**src/rtl/booth_pkg.sv**
```systemverilog
// Shared types and helpers for the sequential radix-2 Booth multiplier.
package booth_pkg;

    typedef enum logic [2:0] {
        ST_IDLE  = 3'b000,
        ST_LOAD  = 3'b001,
        ST_ADD   = 3'b010,
        ST_SHIFT = 3'b011,
        ST_DONE  = 3'b100
    } state_e;

    typedef enum logic [1:0] {
        OP_NONE = 2'b00,
        OP_ADD  = 2'b01,
        OP_SUB  = 2'b10
    } booth_op_e;

    function automatic int unsigned booth_clog2(input int unsigned v);
        int unsigned r;
        r = 0;
        while ((32'd1 << r) < v) r++;
        return r;
    endfunction

    // Booth recoding of the current multiplier bit pair {Q[0], q_1}.
    function automatic booth_op_e booth_op(input logic q0, input logic q_1);
        case ({q0, q_1})
            2'b10:   return OP_SUB;
            2'b01:   return OP_ADD;
            default: return OP_NONE;
        endcase
    endfunction

endpackage

```
**src/rtl/unidad_control_booth.sv**
```systemverilog
// Booth multiplier control: FSM, iteration counter and registered datapath strobes.
module unidad_control_booth
    import booth_pkg::*;
#(
    parameter int unsigned N  = 8,
    parameter int unsigned CW = booth_clog2(N + 2)
) (
    input  logic       clk,
    input  logic       reset,
    input  logic       start_i,
    input  logic [1:0] q_lsb_i,
    input  logic       q_1_i,
    input  logic       mplier_b0_i,
    output logic       listo_o,
    output logic       busy_o,
    output logic       carga_m_o,
    output logic       carga_q_o,
    output logic       carga_a_o,
    output logic       resta_a_o,
    output logic       desplaza_aq_o,
    output logic       ultimo_o,
    output logic       fin_o
);

    state_e          state_q;
    logic [CW-1:0]   cnt_q;
    booth_op_e       op_load_c;
    booth_op_e       op_shift_c;

    // Strobes are registered, so the op for the coming ADD is predicted from
    // the bit pair that will be in place after the current LOAD or SHIFT.
    assign op_load_c  = booth_op(mplier_b0_i, 1'b0);
    assign op_shift_c = booth_op(q_lsb_i[1], q_lsb_i[0]);

    always_ff @(posedge clk) begin
        if (!reset) begin
            state_q       <= ST_IDLE;
            cnt_q         <= '0;
            listo_o       <= 1'b1;
            busy_o        <= 1'b0;
            carga_m_o     <= 1'b0;
            carga_q_o     <= 1'b0;
            carga_a_o     <= 1'b0;
            resta_a_o     <= 1'b0;
            desplaza_aq_o <= 1'b0;
            ultimo_o      <= 1'b0;
            fin_o         <= 1'b0;
        end else begin
            carga_m_o     <= 1'b0;
            carga_q_o     <= 1'b0;
            carga_a_o     <= 1'b0;
            resta_a_o     <= 1'b0;
            desplaza_aq_o <= 1'b0;
            ultimo_o      <= 1'b0;
            fin_o         <= 1'b0;
            case (state_q)
                ST_IDLE, ST_DONE: begin
                    if (start_i) begin
                        state_q   <= ST_LOAD;
                        carga_m_o <= 1'b1;
                        carga_q_o <= 1'b1;
                        busy_o    <= 1'b1;
                        listo_o   <= 1'b0;
                    end else begin
                        state_q   <= ST_IDLE;
                    end
                end
                ST_LOAD: begin
                    state_q   <= ST_ADD;
                    cnt_q     <= '0;
                    carga_a_o <= (op_load_c != OP_NONE);
                    resta_a_o <= (op_load_c == OP_SUB);
                end
                ST_ADD: begin
                    state_q       <= ST_SHIFT;
                    desplaza_aq_o <= 1'b1;
                    ultimo_o      <= (cnt_q == CW'(N));
                end
                ST_SHIFT: begin
                    cnt_q <= cnt_q + CW'(1);
                    if (cnt_q == CW'(N)) begin
                        state_q <= ST_DONE;
                        fin_o   <= 1'b1;
                        busy_o  <= 1'b0;
                        listo_o <= 1'b1;
                    end else begin
                        state_q   <= ST_ADD;
                        carga_a_o <= (op_shift_c != OP_NONE);
                        resta_a_o <= (op_shift_c == OP_SUB);
                    end
                end
                default: begin
                    state_q <= ST_IDLE;
                    busy_o  <= 1'b0;
                    listo_o <= 1'b1;
                end
            endcase
        end
    end

    // q_1 is folded into the prediction through q_lsb_i[0]; kept as a port for
    // visibility of the full Booth pair at the boundary.
    logic unused_q_1;
    assign unused_q_1 = q_1_i;

endmodule

```
**src/rtl/booth_multiplicador_seq.sv**
```systemverilog
// Sequential radix-2 Booth multiplier, signed or unsigned per operation.
module booth_multiplicador_seq
    import booth_pkg::*;
#(
    parameter int unsigned N  = 8,
    parameter int unsigned CW = booth_clog2(N + 2)
) (
    input  logic           clk,
    input  logic           reset,
    input  logic           start,
    input  logic           signed_mode,
    input  logic [N-1:0]   multiplicando,
    input  logic [N-1:0]   multiplicador,
    output logic           busy,
    output logic           done,
    output logic [2*N-1:0] producto
);

    logic [N:0]     a_q, a_d, q_q, q_d, m_q, m_d;
    logic           q1_q, q1_d;
    logic [N-1:0]   mcand_q, mcand_d, mplier_q, mplier_d;
    logic           smode_q, smode_d;
    logic [2*N-1:0] prod_q, prod_d;
    logic           listo, carga_m, carga_q, carga_a, resta_a, desplaza_aq, ultimo;

    function automatic logic [N:0] extend(input logic [N-1:0] x, input logic s);
        return {s & x[N-1], x};
    endfunction

    unidad_control_booth #(.N(N), .CW(CW)) u_ctrl (
        .clk           (clk),
        .reset         (reset),
        .start_i       (start),
        .q_lsb_i       (q_q[1:0]),
        .q_1_i         (q1_q),
        .mplier_b0_i   (mplier_q[0]),
        .listo_o       (listo),
        .busy_o        (busy),
        .carga_m_o     (carga_m),
        .carga_q_o     (carga_q),
        .carga_a_o     (carga_a),
        .resta_a_o     (resta_a),
        .desplaza_aq_o (desplaza_aq),
        .ultimo_o      (ultimo),
        .fin_o         (done)
    );

    always_comb begin
        a_d      = a_q;
        q_d      = q_q;
        m_d      = m_q;
        q1_d     = q1_q;
        mcand_d  = mcand_q;
        mplier_d = mplier_q;
        smode_d  = smode_q;
        prod_d   = prod_q;
        if (start && listo) begin
            mcand_d  = multiplicando;
            mplier_d = multiplicador;
            smode_d  = signed_mode;
        end
        if (carga_m) m_d = extend(mcand_q, smode_q);
        if (carga_q) begin
            q_d  = extend(mplier_q, smode_q);
            a_d  = '0;
            q1_d = 1'b0;
        end
        if (carga_a) a_d = resta_a ? (a_q - m_q) : (a_q + m_q);
        // Arithmetic right shift of {A, Q, q_1}; the last one also captures the product.
        if (desplaza_aq) begin
            a_d  = {a_q[N], a_q[N:1]};
            q_d  = {a_q[0], q_q[N:1]};
            q1_d = q_q[0];
            if (ultimo) prod_d = {a_d[N-2:0], q_d};
        end
    end

    always_ff @(posedge clk) begin
        if (!reset) begin
            a_q      <= '0;
            q_q      <= '0;
            m_q      <= '0;
            q1_q     <= 1'b0;
            mcand_q  <= '0;
            mplier_q <= '0;
            smode_q  <= 1'b0;
            prod_q   <= '0;
        end else begin
            a_q      <= a_d;
            q_q      <= q_d;
            m_q      <= m_d;
            q1_q     <= q1_d;
            mcand_q  <= mcand_d;
            mplier_q <= mplier_d;
            smode_q  <= smode_d;
            prod_q   <= prod_d;
        end
    end

    assign producto = prod_q;

endmodule
```
**config.mk**
```make
export PLATFORM = sky130hd
export DESIGN_NAME = booth_multiplicador_seq
export DESIGN_NICKNAME = d
export VERILOG_FILES = /design/src/rtl/booth_pkg.sv /design/src/rtl/unidad_control_booth.sv /design/src/rtl/booth_multiplicador_seq.sv
export SDC_FILE = /design/constraint.sdc
export NUM_CORES = 1
export LEC_CHECK = 0
export CAP_MARGIN = 5
export CORE_UTILIZATION = 56
export CTS_CLUSTER_DIAMETER = 120
export DETAILED_ROUTE_END_ITERATION = 12
export PLACE_DENSITY = 0.79
export SYNTH_ARGS = -nofsm -noshare
export SYNTH_HDL_FRONTEND = slang
export SYNTH_SLANG_ARGS = --single-unit
```
**constraint.sdc**
```tcl
create_clock -name clk -period 4 [get_ports clk]
set_input_delay 1.2 -clock clk [delete_from_list [all_inputs] [get_ports clk]]
set_output_delay 1.2 -clock clk [all_outputs]
set_load 0.005 [all_outputs]
```
==> flow_results.org, run 1 <==
** Status
- The flow ran to the end, and the final reports show no timing, DRC or antenna violations.

** Synth
- Number of warning messages in the yosys log :: 0
- Summing the sequential cell areas from Yosys gives 42.02% of the chip area.
- Mean cell area of the mapped netlist :: 8.549 µm²
- Count of distinct cell types in the synthesized netlist :: 46
- Summed instance area of the synthesized netlist :: 3573 µm²
- After technology mapping, the gate count stands at 418.
- Top flip-flop cell by instance count after synthesis :: sky130_fd_sc_hd__dfxtp_1
- Total of flip-flops plus latches after synthesis :: 75
- Number of enable flip-flop cells after synthesis :: 0
- Syn_nets :: 451
- Fraction of registers with async set or reset after synthesis :: 0%

** Power
- The share of total power dissipated in sequential elements is 50.8%.
- Net switching is 28.70% of the power.
- In this run the power spent charging and discharging nets is 0.4603 mW.
- Summed over all cells, the static leakage comes to 1.591 nW.
- Per report_power, the combinational group accounts for 16.0% of the total.
- Peak supply drop :: 0.0002819 V
- Clock Power Share :: 33.2%
- Internal power :: 1.143 mW
- In this run the power density over the cells is 387.4 nW/µm².

** Place
- Before CTS, the worst setup slack after placement is 1436 ps.
- During placement, the flow inserted port buffers numbering 37.
- Detailed placer's ending HPWL :: 4968 µm
- Gp weighted congestion :: 0.8043
- Number of instances in the placed design :: 510

** Setup path
- Crit path launch type :: register
- In this run the worst setup path begins at m_q[0].
- At the worst endpoint, the arrival time is 2830 ps.
- Beginning of the worst register-to-register path :: m_q[0]
- Setup slack on the worst flop-to-flop path :: 1420 ps
- Largest fanout on the critical path :: 8
- Worst setup path class :: reg2reg
- Worst endpoint required time :: 4250 ps
- The worst setup path is captured at a register.
- Reg2Reg Capture Point :: a_q[7]
- Worst R2R Path Depth :: 10

** Min path
- Endpoint of the worst hold path :: producto[12]
- Hold Path Stages :: 2
- The worst hold path belongs to the class reg2reg.
- Worst hold start :: producto[12]

** Global routing
- Global routing finished with a remaining overflow of 0.
- The first global-routing pass estimated 12190 µm of wire.
- The number of global-route vias before repair is 2641.
- Global routing consumed, over all layers together, 24.16% of the routing resources.
- Maximum number of pins on one net before global-route repair :: 53
- Antenna violations before repair :: 0

** Clock network
- The clock tree synthesis step divided the H-tree into 3 levels.
- Insertion delay to the later sink of the worst-skew pair :: 360 ps
- Post-cts gate resize count :: 0
- Clk pin slew, worst setup/hold paths :: 80 ps
- In this run, CTS created clock tree buffers numbering 9.
- After clock tree synthesis, the flow added hold-fix buffers numbering 0.
- The cell sitting at the root of the clock tree is a sky130_fd_sc_hd__clkbuf_8.
- TritonCTS built the clock tree.
- Counting every sink on the clock net gives 75.
- Longest Clk Path Bufs :: 2
- Buffers added to address setup during post-CTS repair amount to 0.

** Routing
- Ratio of routed vias to standard cells :: 5.481
- Total detailed-routing wirelength :: 7193 µm
- The pre-antenna-repair detailed-routing pass consisted of 5 iterations.
- Post-detailed-route DRC marker count :: 0
- Post-detailed-route count of antenna-violating nets :: 0
- Routed len/inst :: 13.67 µm
- Total via count after detailed routing :: 2883
- Drt initial violations :: 100

** STA
- For the final database, setup skew stands at 12.35 ps.
- Setup slack on the critical path of the routed design comes to 1419 ps.
- Setup total negative slack :: 0 ps
- RSZ-0062 raised after global routing :: false
- Worst slew margin :: 48.58%
- Setup violations remaining at the end of the flow were counted as 0.
- Subtracting the final worst setup slack from the clock period gives 2581 ps.
- Maximum clock frequency :: 387.5 MHz
- The final hold violation count is 0.
- Slew at the pin with the worst max-slew slack :: 771.3 ps
- Final critical-path share of the clock period :: 64.52%
- Final Max Tran Viols :: 0

** Layout
- Compared with the post-synthesis result, the final layout area differs by 15.86%.
- Antenna diode count :: 0
- In the final layout, the share of cells above drive strength 1 is 5.543%.
- Excluding fillers, the count of instances in the completed layout stands at 526.
- Once layout is complete, the utilization of the core stands at 68.71%.
- The net count of the finished layout is 479.
- The layout has 502 filler cells.

** Floorplan
- In this run the vertical extent of the chip is 81.88 µm.
- Core outline area :: 6026 µm²
- During I/O placement, the number of pins put on the boundary was 38.
- Row cnt :: 28
- Area of the die :: 6704 µm²
- Once the floorplan was initialized, standard cells occupied 59.30% of the core.
- In this run the horizontal extent of the chip is 81.88 µm.

** Flow run
- Max-cap violations in this run came to 0.
synthesized netlist by cell type, drive strengths merged, types with 5 or more instances:
cell type   n  area [µm²]
a21boi     37       277.8
o21ai      17       85.08
nand2      94       352.8
nor2b      18       120.1
mux2i      15       150.1
nand2b      5       31.28
nand3       9       45.04
nor3       13       70.07
a21oi      16       80.08
and2        6       37.54
nor2       11       41.29
o211a      11       110.1
ha         12       150.1
inv        14       52.55
xnor2       8       70.07
clkbuf     18       67.56
dfxtp      75        1501
worst max-delay path by stage:
stage | to | slack [ps] | depth (start not counted)
floorplan | a_q[7] | 1680 | 10
global placement | mplier_q[5] | 1480 | 4
detailed placement | mcand_q[0] | 1440 | 4
CTS | a_q[7] | 1440 | 10
global route | a_q[7] | 1330 | 10
finish | a_q[7] | 1420 | 10
routing by layer:
layer | vias up | part of all wire [%] | global-route usage, %
met1 | 1320 | 48 | 31.13
met2 | 63 | 46 | 39.59
met5 | - | 0 | 0
met4 | 0 | 1.4 | 7.895
met3 | 10 | 4.4 | 5.667
li1 | 1490 | - | -
layout by cell type, fill, tap and decap left out, types with 2 or more instances in the layout:
| master | netlist | final |
|---|---|---|
| sky130_fd_sc_hd__a21boi_0 | 22 | 22 |
| sky130_fd_sc_hd__a21boi_1 | 15 | 15 |
| sky130_fd_sc_hd__a21o_1 | 3 | 3 |
| sky130_fd_sc_hd__a21oi_1 | 16 | 16 |
| sky130_fd_sc_hd__a311oi_1 | 2 | 2 |
| sky130_fd_sc_hd__a31oi_1 | 2 | 2 |
| sky130_fd_sc_hd__and2_1 | 6 | 6 |
| sky130_fd_sc_hd__and3_1 | 3 | 3 |
| sky130_fd_sc_hd__buf_4 | 0 | 2 |
| sky130_fd_sc_hd__clkbuf_8 | 0 | 10 |
| sky130_fd_sc_hd__clkdlybuf4s50_1 | 0 | 36 |
| sky130_fd_sc_hd__clkinvlp_4 | 0 | 4 |
| sky130_fd_sc_hd__dfxtp_1 | 75 | 75 |
| sky130_fd_sc_hd__ha_1 | 12 | 12 |
| sky130_fd_sc_hd__inv_1 | 13 | 13 |
| sky130_fd_sc_hd__mux2i_1 | 15 | 15 |
| sky130_fd_sc_hd__nand2_1 | 94 | 94 |
| sky130_fd_sc_hd__nand2b_1 | 5 | 5 |
| sky130_fd_sc_hd__nand3_1 | 9 | 9 |
| sky130_fd_sc_hd__nand3b_1 | 4 | 4 |
| sky130_fd_sc_hd__nor2_1 | 11 | 11 |
| sky130_fd_sc_hd__nor2b_1 | 17 | 17 |
| sky130_fd_sc_hd__nor3_1 | 12 | 12 |
| sky130_fd_sc_hd__nor3b_1 | 2 | 2 |
| sky130_fd_sc_hd__o211a_1 | 11 | 11 |
| sky130_fd_sc_hd__o21ai_0 | 17 | 17 |
| sky130_fd_sc_hd__or2_1 | 2 | 2 |
| sky130_fd_sc_hd__xnor2_1 | 8 | 8 |
worst max-delay path: stages (launching register included):
cell and delay [ps]:
sky130_fd_sc_hd__dfxtp_1 430, sky130_fd_sc_hd__inv_1 70, sky130_fd_sc_hd__ha_1 220, sky130_fd_sc_hd__a21oi_1 160, sky130_fd_sc_hd__xnor2_1 160, sky130_fd_sc_hd__ha_1 340, sky130_fd_sc_hd__or2_1 250, sky130_fd_sc_hd__a21oi_1 170
sky130_fd_sc_hd__a311oi_1 80, sky130_fd_sc_hd__or3_1 320, sky130_fd_sc_hd__a32o_1 270
state kept, by name, indices dropped and copies added, names as in the netlist, 3 cells and up:
register and cells:
producto 16, q_q 9, u_ctrl.cnt_q 4, u_ctrl.state_q 3
a_q 9, mcand_q 8, mplier_q 8, m_q 9
power groups by stage:
stage / logic, mW / registers, mW / clock network (mW)
6_report: 0.257 / 0.815 / 0.532
3_5_place_dp: 0.256 / 0.831 / 0
4_1_cts: 0.258 / 0.814 / 0.540
5_1_grt: 0.289 / 0.820 / 0.566
2_1_floorplan: 0.203 / 0.815 / 0
3_3_place_gp: 0.247 / 0.829 / 0
stage by stage:
step	hold slack, ps	total power [mW]	instance area, µm²
6_report	454.2	1.604	4140
5_1_grt	476.9	1.675	4140
2_1_floorplan	434.7	1.019	3573
3_3_place_gp	436.6	1.076	3960
3_5_place_dp	443.1	1.088	3960
4_1_cts	458.2	1.612	4140
layout make-up:
class / instances / area [µm²] / area share (%)
clock buffers: 11 / 141.4 / 3.415
clock inverters: 5 / 38.79 / 0.9368
inverters: 14 / 52.55 / 1.269
multi-input cells: 307 / 1932 / 46.66
flip-flops and latches: 75 / 1501 / 36.26
well taps: 75 / 93.84 / 2.267
repair buffers: 39 / 380.4 / 9.187
cell families (layout without fill, tap and decap cells):
logic type                 count (synthesis)  after routing  synth area share, %
and+or+nand+nor                          173            173                23.35
AOI/OAI and AO/OA                         97             97                19.47
xor gates and xnor gates                   8              8                1.961
adders and majority gates                 13             13                4.762
buffers and inverters                     36             69                3.921
muxes                                     16             16                4.517
DFF                                       75             75                42.02
Note: power is estimated with default switching activity, not from simulation.
==> run 2: changes to the inputs <==
==> constraint.sdc (replaced) <==
create_clock -name clk -period 2.4 [get_ports clk]
set_input_delay 0.72 -clock clk [delete_from_list [all_inputs] [get_ports clk]]
set_output_delay 0.72 -clock clk [all_outputs]
set_load 0.005 [all_outputs]
==> run 2 against run 1 <==
Effect of this change: worst hold slack lost 1.2 ps; non-clock buffer count grew 8; via count grew 1.6%; critical path type unchanged; count of clock-buffer cells in the layout is the same; design area grew 4.7%; register-to-register slack lost 1300 ps; sequential share of layout area shrank 1.5 points; die area is the same; cell count grew 1.3%; routed wire length grew 3.8%.
==> flow_results.org, run 2 (synthesis gave the netlist of run 1 again) <==
** Global routing
- Maximum number of pins on one net before global-route repair :: 34 (-36%)
- The number of antenna violations at the first check in global routing is 0 (unchanged).
- Overflow after GRT :: 0 (unchanged)
- Total Routing Usage GR :: 24.45% (+0.29 points)
- The first-pass GRT wire length was 12300 µm (+0.90%).
- The number of global-route vias before repair was 2660 (+0.72%).

** Setup path
- Element type at the critical path end :: register
- The number of buffer and inverter instances along the worst setup path came to 2 (+1).
- Peak per-stage delay on the critical path :: 360 ps (-70 ps)
- The maximum net fanout on the critical path was 4 (-4).
- Worst endpoint required time :: 2630 ps (-1620 ps)
- Chain of cells forming the critical path :: inv_2 -> ha_4 -> mux2_4 -> inv_2 -> ha_4 -> nor2b_4 -> o211ai_4 -> a311oi_2 -> or3_1 -> a32o_1
- The endpoint arrival time on the critical path came to 2560 ps (-270 ps).
- Worst setup path class :: reg2reg
- Delay-heaviest family, CP :: compound AO/OA/AOI/OAI gates
- Cell with the largest stage delay on the worst path :: sky130_fd_sc_hd__or3_1
- Reg2Reg Capture Point :: a_q[7]
- Setup slack on the worst flop-to-flop path :: 80 ps (-1340 ps)
- The depth of the critical timing path with buffers and inverters included is 10 (unchanged).
- STA classifies the critical path startpoint as a register.
- In this run the critical register-to-register path is launched from m_q[0].
- Worst R2R Path Depth :: 10 (unchanged)

** Place
- The count of input and output buffers came to 37 (unchanged).
- Placed cell areas :: 4020 µm² (+1.5%)
- Worst setup timing slack at the placement stage :: 23.21 ps (-1413 ps)
- Detailed placer's ending HPWL :: 5222 µm (+5.1%)
- Gp weighted congestion :: 0.8741 (+8.7%)
- Number of instances in the placed design :: 518 (+1.6%)

** Power
- Internal power :: 2.243 mW (+96%)
- Power density relative to cell area :: 692.7 nW/µm² (+79%)
- The proportion of power drawn by combinational gates is 15.9% (about the same).
- The overall power of the completed layout was 3.004 mW (+87%).
- Peak supply drop :: 0.0004396 V (+56%)
- Sequential fraction of design power :: 45.2% (-5.6 points)
- The static leakage was 1.714 nW (+7.7%).
- The clock share of power came to 38.9% (+5.7 points).
- The power spent charging and discharging nets came to 0.7604 mW (+65%).
- Sw Ratio :: 25.32% (-3.4 points)

** Routing
- Drt initial violations :: 139 (+39%)
- The remaining antenna violation count after routing is 0 (unchanged).
- Number of optimization iterations in the first detailed-route pass :: 6 (+1)
- The via total after detailed routing was 2928 (+1.6%).
- The final wirelength is 7466 µm (+3.8%).
- Ratio of routed vias to standard cells :: 5.493 (+0.23%)
- Routed len/inst :: 14.01 µm (+2.4%)
- Post-detailed-route DRC marker count :: 0 (unchanged)

** Clock network
- The post-CTS setup buffer count came to 0 (unchanged).
- TritonCTS clock tree :: built
- Longest Clk Path Bufs :: 2 (unchanged)
- H-tree lvl count :: 3 (unchanged)
- Insertion delay to the later sink of the worst-skew pair :: 340 ps (-20 ps)
- Number of clock sinks seen by CTS :: 75 (unchanged)
- Clk pin slew, worst setup/hold paths :: 70 ps (about the same)
- The number of clock buffers inserted by TritonCTS is 9 (unchanged).
- The tree is rooted in a sky130_fd_sc_hd__clkbuf_8.

** Floorplan
- The total die area is 6704 µm² (unchanged).
- Chip Height :: 81.88 µm (unchanged)
- Core outline area :: 6026 µm² (unchanged)
- Row cnt :: 28 (unchanged)
- IO Pins :: 38 (unchanged)
- The die width came to 81.88 µm (unchanged).
- Initial Util :: 59.30% (unchanged)

** Layout
- Utilization after layout :: 71.97% (+3.3 points)
- Area used by multi-input combinational logic :: 2003 µm² (+3.7%)
- The final layout net count is 487 (+1.7%).
- Leading cell type in the layout, fill and taps excluded :: sky130_fd_sc_hd__nand2_1
- Area growth syn-to-layout :: 21.36%
- Flip-flop and latch area :: 1506 µm² (+0.33%)
- The layout cell share with drive strength beyond 1 was 10.04% (+4.5 points).
- Most frequent cells in the layout :: 94 x sky130_fd_sc_hd__nand2_1, 71 x sky130_fd_sc_hd__dfxtp_1, 36 x sky130_fd_sc_hd__clkdlybuf4s50_1
- Count of fill cells added during filler insertion :: 482 (-4.0%)
- The final instance area came to 4337 µm² (+4.7%).
- The number of antenna repair diodes came to 0 (unchanged).
- The number of flip-flops under the largest register name was 16 (unchanged).
- The final instance count without filler cells came to 533 (+1.3%).

** STA
- The final setup violation count was 0 (unchanged).
- Post-route worst hold slack :: 453.0 ps (-1.182 ps)
- Slew at the pin with the worst max-slew slack :: 621.3 ps (-150.0 ps)
- Final Max Tran Viols :: 0 (unchanged)
- Worst-case clock skew :: 11.03 ps (-1.315 ps)
- Final number of hold-violating endpoints :: 0 (unchanged)
- The slack of the critical path came to 77.66 ps (-1342 ps).
- Maximum clock frequency :: 430.6 MHz (+11%)
- Final critical-path share of the clock period :: 96.76% (+32 points)
- The final critical path time including I/O delays and setup came to 2322 ps (-258.3 ps).
- Worst slew margin :: 58.58% (+10 points)
- Setup total negative slack :: 0 ps (unchanged)
- RSZ-0062 raised after global routing :: false

** Flow run
- The count of max-cap constraint violations is 0 (unchanged).

** Min path
- Hold Path Stages :: 2 (unchanged)
- Worst Hold Class :: reg2reg
- Endpoint of the worst hold path :: u_ctrl.busy_o
- Worst hold start :: u_ctrl.busy_o

** Status
- Result of the run :: completed
## run 2: how the worst max path moves through the flow
stage | start | endpoint | slack [ps]
after floorplan | m_q[0] | a_q[7] | 80
after global routing | m_q[0] | a_q[7] | 10
after CTS | m_q[0] | a_q[7] | 8
after global placement | m_q[0] | a_q[7] | 90
after detailed placement | m_q[0] | a_q[7] | 20
final | m_q[0] | a_q[7] | 80
## run 2: power by group through the flow
stage / clock [mW] / sequential, mW / combinational, mW
floorplan: 0 / 1.36 / 0.339
global placement: 0 / 1.38 / 0.424
detailed placement: 0 / 1.38 / 0.440
CTS: 1.19 / 1.35 / 0.446
global route: 1.25 / 1.36 / 0.527
finish: 1.17 / 1.36 / 0.478
## run 2: cell type report
class	instances	share of cell area, %
multi-input cells	307	46.19
flip-flops and latches	75	34.74
repair buffers	47	10.16
clock buffers	11	3.260
clock inverters	4	2.279
well taps	75	2.164
inverters	14	1.212
## run 2: what timing repair did
item,in CTS,in global routing
gates resized for setup,0,18
hold buffers,0,0
endpoints found under the setup margin,0,2
## run 2: routing by layer
layer	up-vias	wire length, µm	global-route usage, %
li1	1497	-	-
met1	1341	3621	33.22
met2	84	3420	37.69
met3	6	367	5.333
met4	0	57	9.123
met5	-	0	0
## run 2: tightest hold or removal path, cell delays in order (launching register included)
cell	delay [ps]
sky130_fd_sc_hd__dfxtp_1	320
sky130_fd_sc_hd__inv_1	50
sky130_fd_sc_hd__a21oi_1	50
==> run 3: changes to the inputs <==
--- a/config.mk
+++ b/config.mk
@@ -5,11 +5,15 @@
 export SDC_FILE = /design/constraint.sdc
 export NUM_CORES = 1
 export LEC_CHECK = 0
+export ABC_CLOCK_PERIOD_IN_PS = 2400
 export CAP_MARGIN = 5
-export CORE_UTILIZATION = 56
+export CELL_PAD_IN_SITES_DETAIL_PLACEMENT = 1
+export CELL_PAD_IN_SITES_GLOBAL_PLACEMENT = 1
+export CORE_UTILIZATION = 43
 export CTS_CLUSTER_DIAMETER = 120
+export CTS_CLUSTER_SIZE = 12
 export DETAILED_ROUTE_END_ITERATION = 12
-export PLACE_DENSITY = 0.79
+export PLACE_DENSITY_LB_ADDON = 0.1
 export SYNTH_ARGS = -nofsm -noshare
 export SYNTH_HDL_FRONTEND = slang
 export SYNTH_SLANG_ARGS = --single-unit
==> run 3 against run 2 <==
Effect of this change: clock skew down 1.5 ps; combinational power up 4.8%; die area up 29%; register-to-register slack worse by 20 ps; design area about the same; largest cell class unchanged; clock power down 16%; largest power group unchanged; utilization down 17 points; first-iteration DRC count down 42%; worst hold slack about the same; sequential share of layout area about the same.
==> flow_results.org, run 3 (synthesis gave the netlist of run 1 again) <==
** Min path
- The worst hold path belongs to the class reg2reg.
- The worst hold path depth came to 2 (unchanged).
- The startpoint identified for the worst hold timing path is u_ctrl.busy_o.
- The worst hold path terminates at u_ctrl.busy_o.

** Routing
- Ratio of routed vias to standard cells :: 5.262 (-4.2%)
- The first-pass detailed-route iteration total was 4 (-2).
- The per-cell routed wire length was 15.46 µm (+10%).
- The violation count after the first detailed-routing iteration was 80 (-42%).
- The final routed DRC violation total came to 0 (unchanged).
- Total detailed-routing wirelength :: 8721 µm (+17%)
- The via total after detailed routing was 2968 (+1.4%).
- The remaining antenna violation count after routing came to 0 (unchanged).

** STA
- The final worst clock skew came to 9.564 ps (-1.466 ps).
- Final number of hold-violating endpoints :: 0 (unchanged)
- Fin crit period :: 2344 ps (+21.65 ps)
- Final Max Tran Viols :: 0 (unchanged)
- Worst slew margin :: 55.20% (-3.4 points)
- The fraction of the cycle the final worst path needs was 97.67% (+0.90 points).
- The transition time of the tightest slew-check pin came to 672.0 ps (+50.66 ps).
- The final setup violation count came to 0 (unchanged).
- The upper clock frequency limit is 426.6 MHz (-0.92%).
- Post-route worst hold slack :: 452.7 ps (-0.3640 ps)
- Setup repair after global routing could not meet its margin everywhere.

** Clock network
- The maximum level of the CTS H-tree came to 3 (unchanged).
- The number of clock sinks was 75 (unchanged).
- The number of clock buffers inserted by TritonCTS is 9 (unchanged).
- Clk pin slew, worst setup/hold paths :: 80 ps (about the same)
- Longest Clk Path Bufs :: 2 (unchanged)
- The clock latency at the later pin of the worst-skew pair is 360 ps (+20 ps).
- Clock root cell :: sky130_fd_sc_hd__clkbuf_8
- TritonCTS built the clock tree.

** Place
- Detailed placer's ending HPWL :: 6081 µm (+16%)
- Number of instances in the placed design :: 546 (+5.4%)
- Gp weighted congestion :: 0.7929 (-9.3%)
- The count of input and output buffers is 37 (unchanged).

** Global routing
- The number of antenna violations at the first check in global routing is 0 (unchanged).
- The overall fraction of global-route tracks in use was 21.62% (-2.8 points).
- The layer flagged by global routing as most heavily used is met2.
- Met3 track demand over resource :: 4.228% (-1.1 points)
- GRT met1 Usage :: 28.71% (-4.5 points)
- The pin count of the biggest net entering global routing came to 28 (-18%).
- Global-route wire length before repair :: 14520 µm (+18%)
- The met2 track demand over resource is 34.87% (-2.8 points).
- Overflow after GRT :: 0 (unchanged)
- The number of global-route vias before repair is 3004 (+13%).

** Layout
- Leaving out fill and tap cells, the most frequent cell in the layout is sky130_fd_sc_hd__nand2_1.
- The final layout net count is 490 (+0.62%).
- The final instance count without filler cells was 564 (+5.8%).
- The number of fill cells in the layout came to 931 (+93%).
- Ratio of cells with drive above 1 in the final layout :: 9.957% (-0.087 points)
- The layout overhead on the synthesized area came to 21.39% (about the same).
- Max reg flops :: 16 (unchanged)
- Area used by multi-input combinational logic :: 1982 µm² (-1.1%)
- Most frequent cells in the layout :: 94 x sky130_fd_sc_hd__nand2_1, 71 x sky130_fd_sc_hd__dfxtp_1, 36 x sky130_fd_sc_hd__clkdlybuf4s50_1
- Antenna diode count :: 0 (unchanged)
- The area taken by flip-flops and latches was 1506 µm² (unchanged).

** Setup path
- The critical path is of the reg2reg type.
- Element type at the critical path end :: register
- Crit path launch type :: register
- Setup slack on the worst flop-to-flop path :: 60 ps (-20 ps)
- Worst R2R Path Depth :: 10 (unchanged)
- In this run the worst setup path begins at m_q[1].
- Data arrival time at the worst-slack endpoint :: 2590 ps (+30 ps)
- In this run the critical register-to-register path is captured at a_q[7].
- The required time of the critical path was 2650 ps (+20 ps).
- Largest fanout on the critical path :: 2 (-2)
- The startpoint identified for the worst register-to-register timing path is m_q[1].

** Power
- Leakage power :: 1.696 nW (-1.1%)
- The maximum vdd drop was 0.0003181 V (-28%).
- Power density relative to cell area :: 654.8 nW/µm² (-5.5%)

** Floorplan
- The die width was 93.16 µm (+14%).
- Core outline area :: 7888 µm² (+31%)
- The starting density of the core is 45.30% (-14 points).
- Row cnt :: 32 (+14%)
- Chip Height :: 93.16 µm (+14%)
- The number of I/O pins was 38 (unchanged).
- The total die area is 8679 µm² (+29%).

** Status
- The flow ran to the end, and the final reports show no timing, DRC or antenna violations.

** Flow run
- Max-Cap Viols :: 0 (unchanged)
==> run 3: cell types whose count changed in the layout (fill, tap and decap cells not counted), sizes merged <==
cell	previous run	this run
buf	11	14
bufinv	3	1
clkinvlp	0	2
inv	14	15
==> run 3: layout make-up <==
type | instances | share of cell area, %
tap | 102 | 2.942
timing repair buffer | 50 | 10.96
sequential | 75 | 34.73
inverter | 14 | 1.211
multi-input combinational | 307 | 45.69
clock inverter | 5 | 1.442
clock buffer | 11 | 3.029
==> run 3: worst max-delay path by stage <==
stage              to  slack (ps)
3_3_place_gp   a_q[7]          80
5_1_grt        a_q[8]         -10
2_1_floorplan  a_q[7]          80
3_5_place_dp   a_q[7]           8
4_1_cts        a_q[7]           5
6_report       a_q[7]          60
==> run 3: metrics by stage <==
stage / setup TNS [ps] / setup slack [ps] / power (mW) / area [µm²] / utilization, %
4_1_cts: 0 / 5.332 / 2.834 / 4290 / 54.39
2_1_floorplan: 0 / 83.09 / 1.698 / 3573 / -
3_3_place_gp: 0 / 78.02 / 1.820 / 4074 / 51.65
6_report: 0 / 56.01 / 2.841 / 4338 / 55.00
5_1_grt: -10.08 / -10.08 / 2.972 / 4338 / 55.00
3_5_place_dp: 0 / 7.560 / 1.838 / 4074 / 51.65
==> run 3: where the power goes <==
| group | switching, mW | leakage [nW] | internal, mW |
|---|---|---|---|
| logic | 0.260 | 0.994 | 0.241 |
| registers | 0.0545 | 0.612 | 1.30 |
| clock network | 0.498 | 0.0901 | 0.487 |
| total | 0.812 | 1.70 | 2.03 |
==> run 3: layer usage <==
metal / vias to the layer above / routed length [µm]
met2: 43 / 4055
li1: 1511 / -
met3: 9 / 262
met5: - / 0
met4: 0 / 102
met1: 1405 / 4300
==> run 3: what timing repair did <==
action | CTS | global route
setup buffers | 1 | 1
hold endpoints to repair | 0 | 0
resized for setup | 5 | 10
endpoints found under the setup margin | 1 | 2
pin swaps | 2 | 4
hold buffers | 0 | 0
==> run 3: critical path, stage by stage (launching register included) <==
cell and delay, ps:
sky130_fd_sc_hd__dfxtp_2 340, sky130_fd_sc_hd__inv_1 50, sky130_fd_sc_hd__ha_1 260, sky130_fd_sc_hd__mux2_4 290, sky130_fd_sc_hd__inv_2 50, sky130_fd_sc_hd__ha_1 220, sky130_fd_sc_hd__nor2b_4 140, sky130_fd_sc_hd__o211ai_4 170
sky130_fd_sc_hd__a311oi_2 120, sky130_fd_sc_hd__or3_1 350, sky130_fd_sc_hd__a32o_1 230
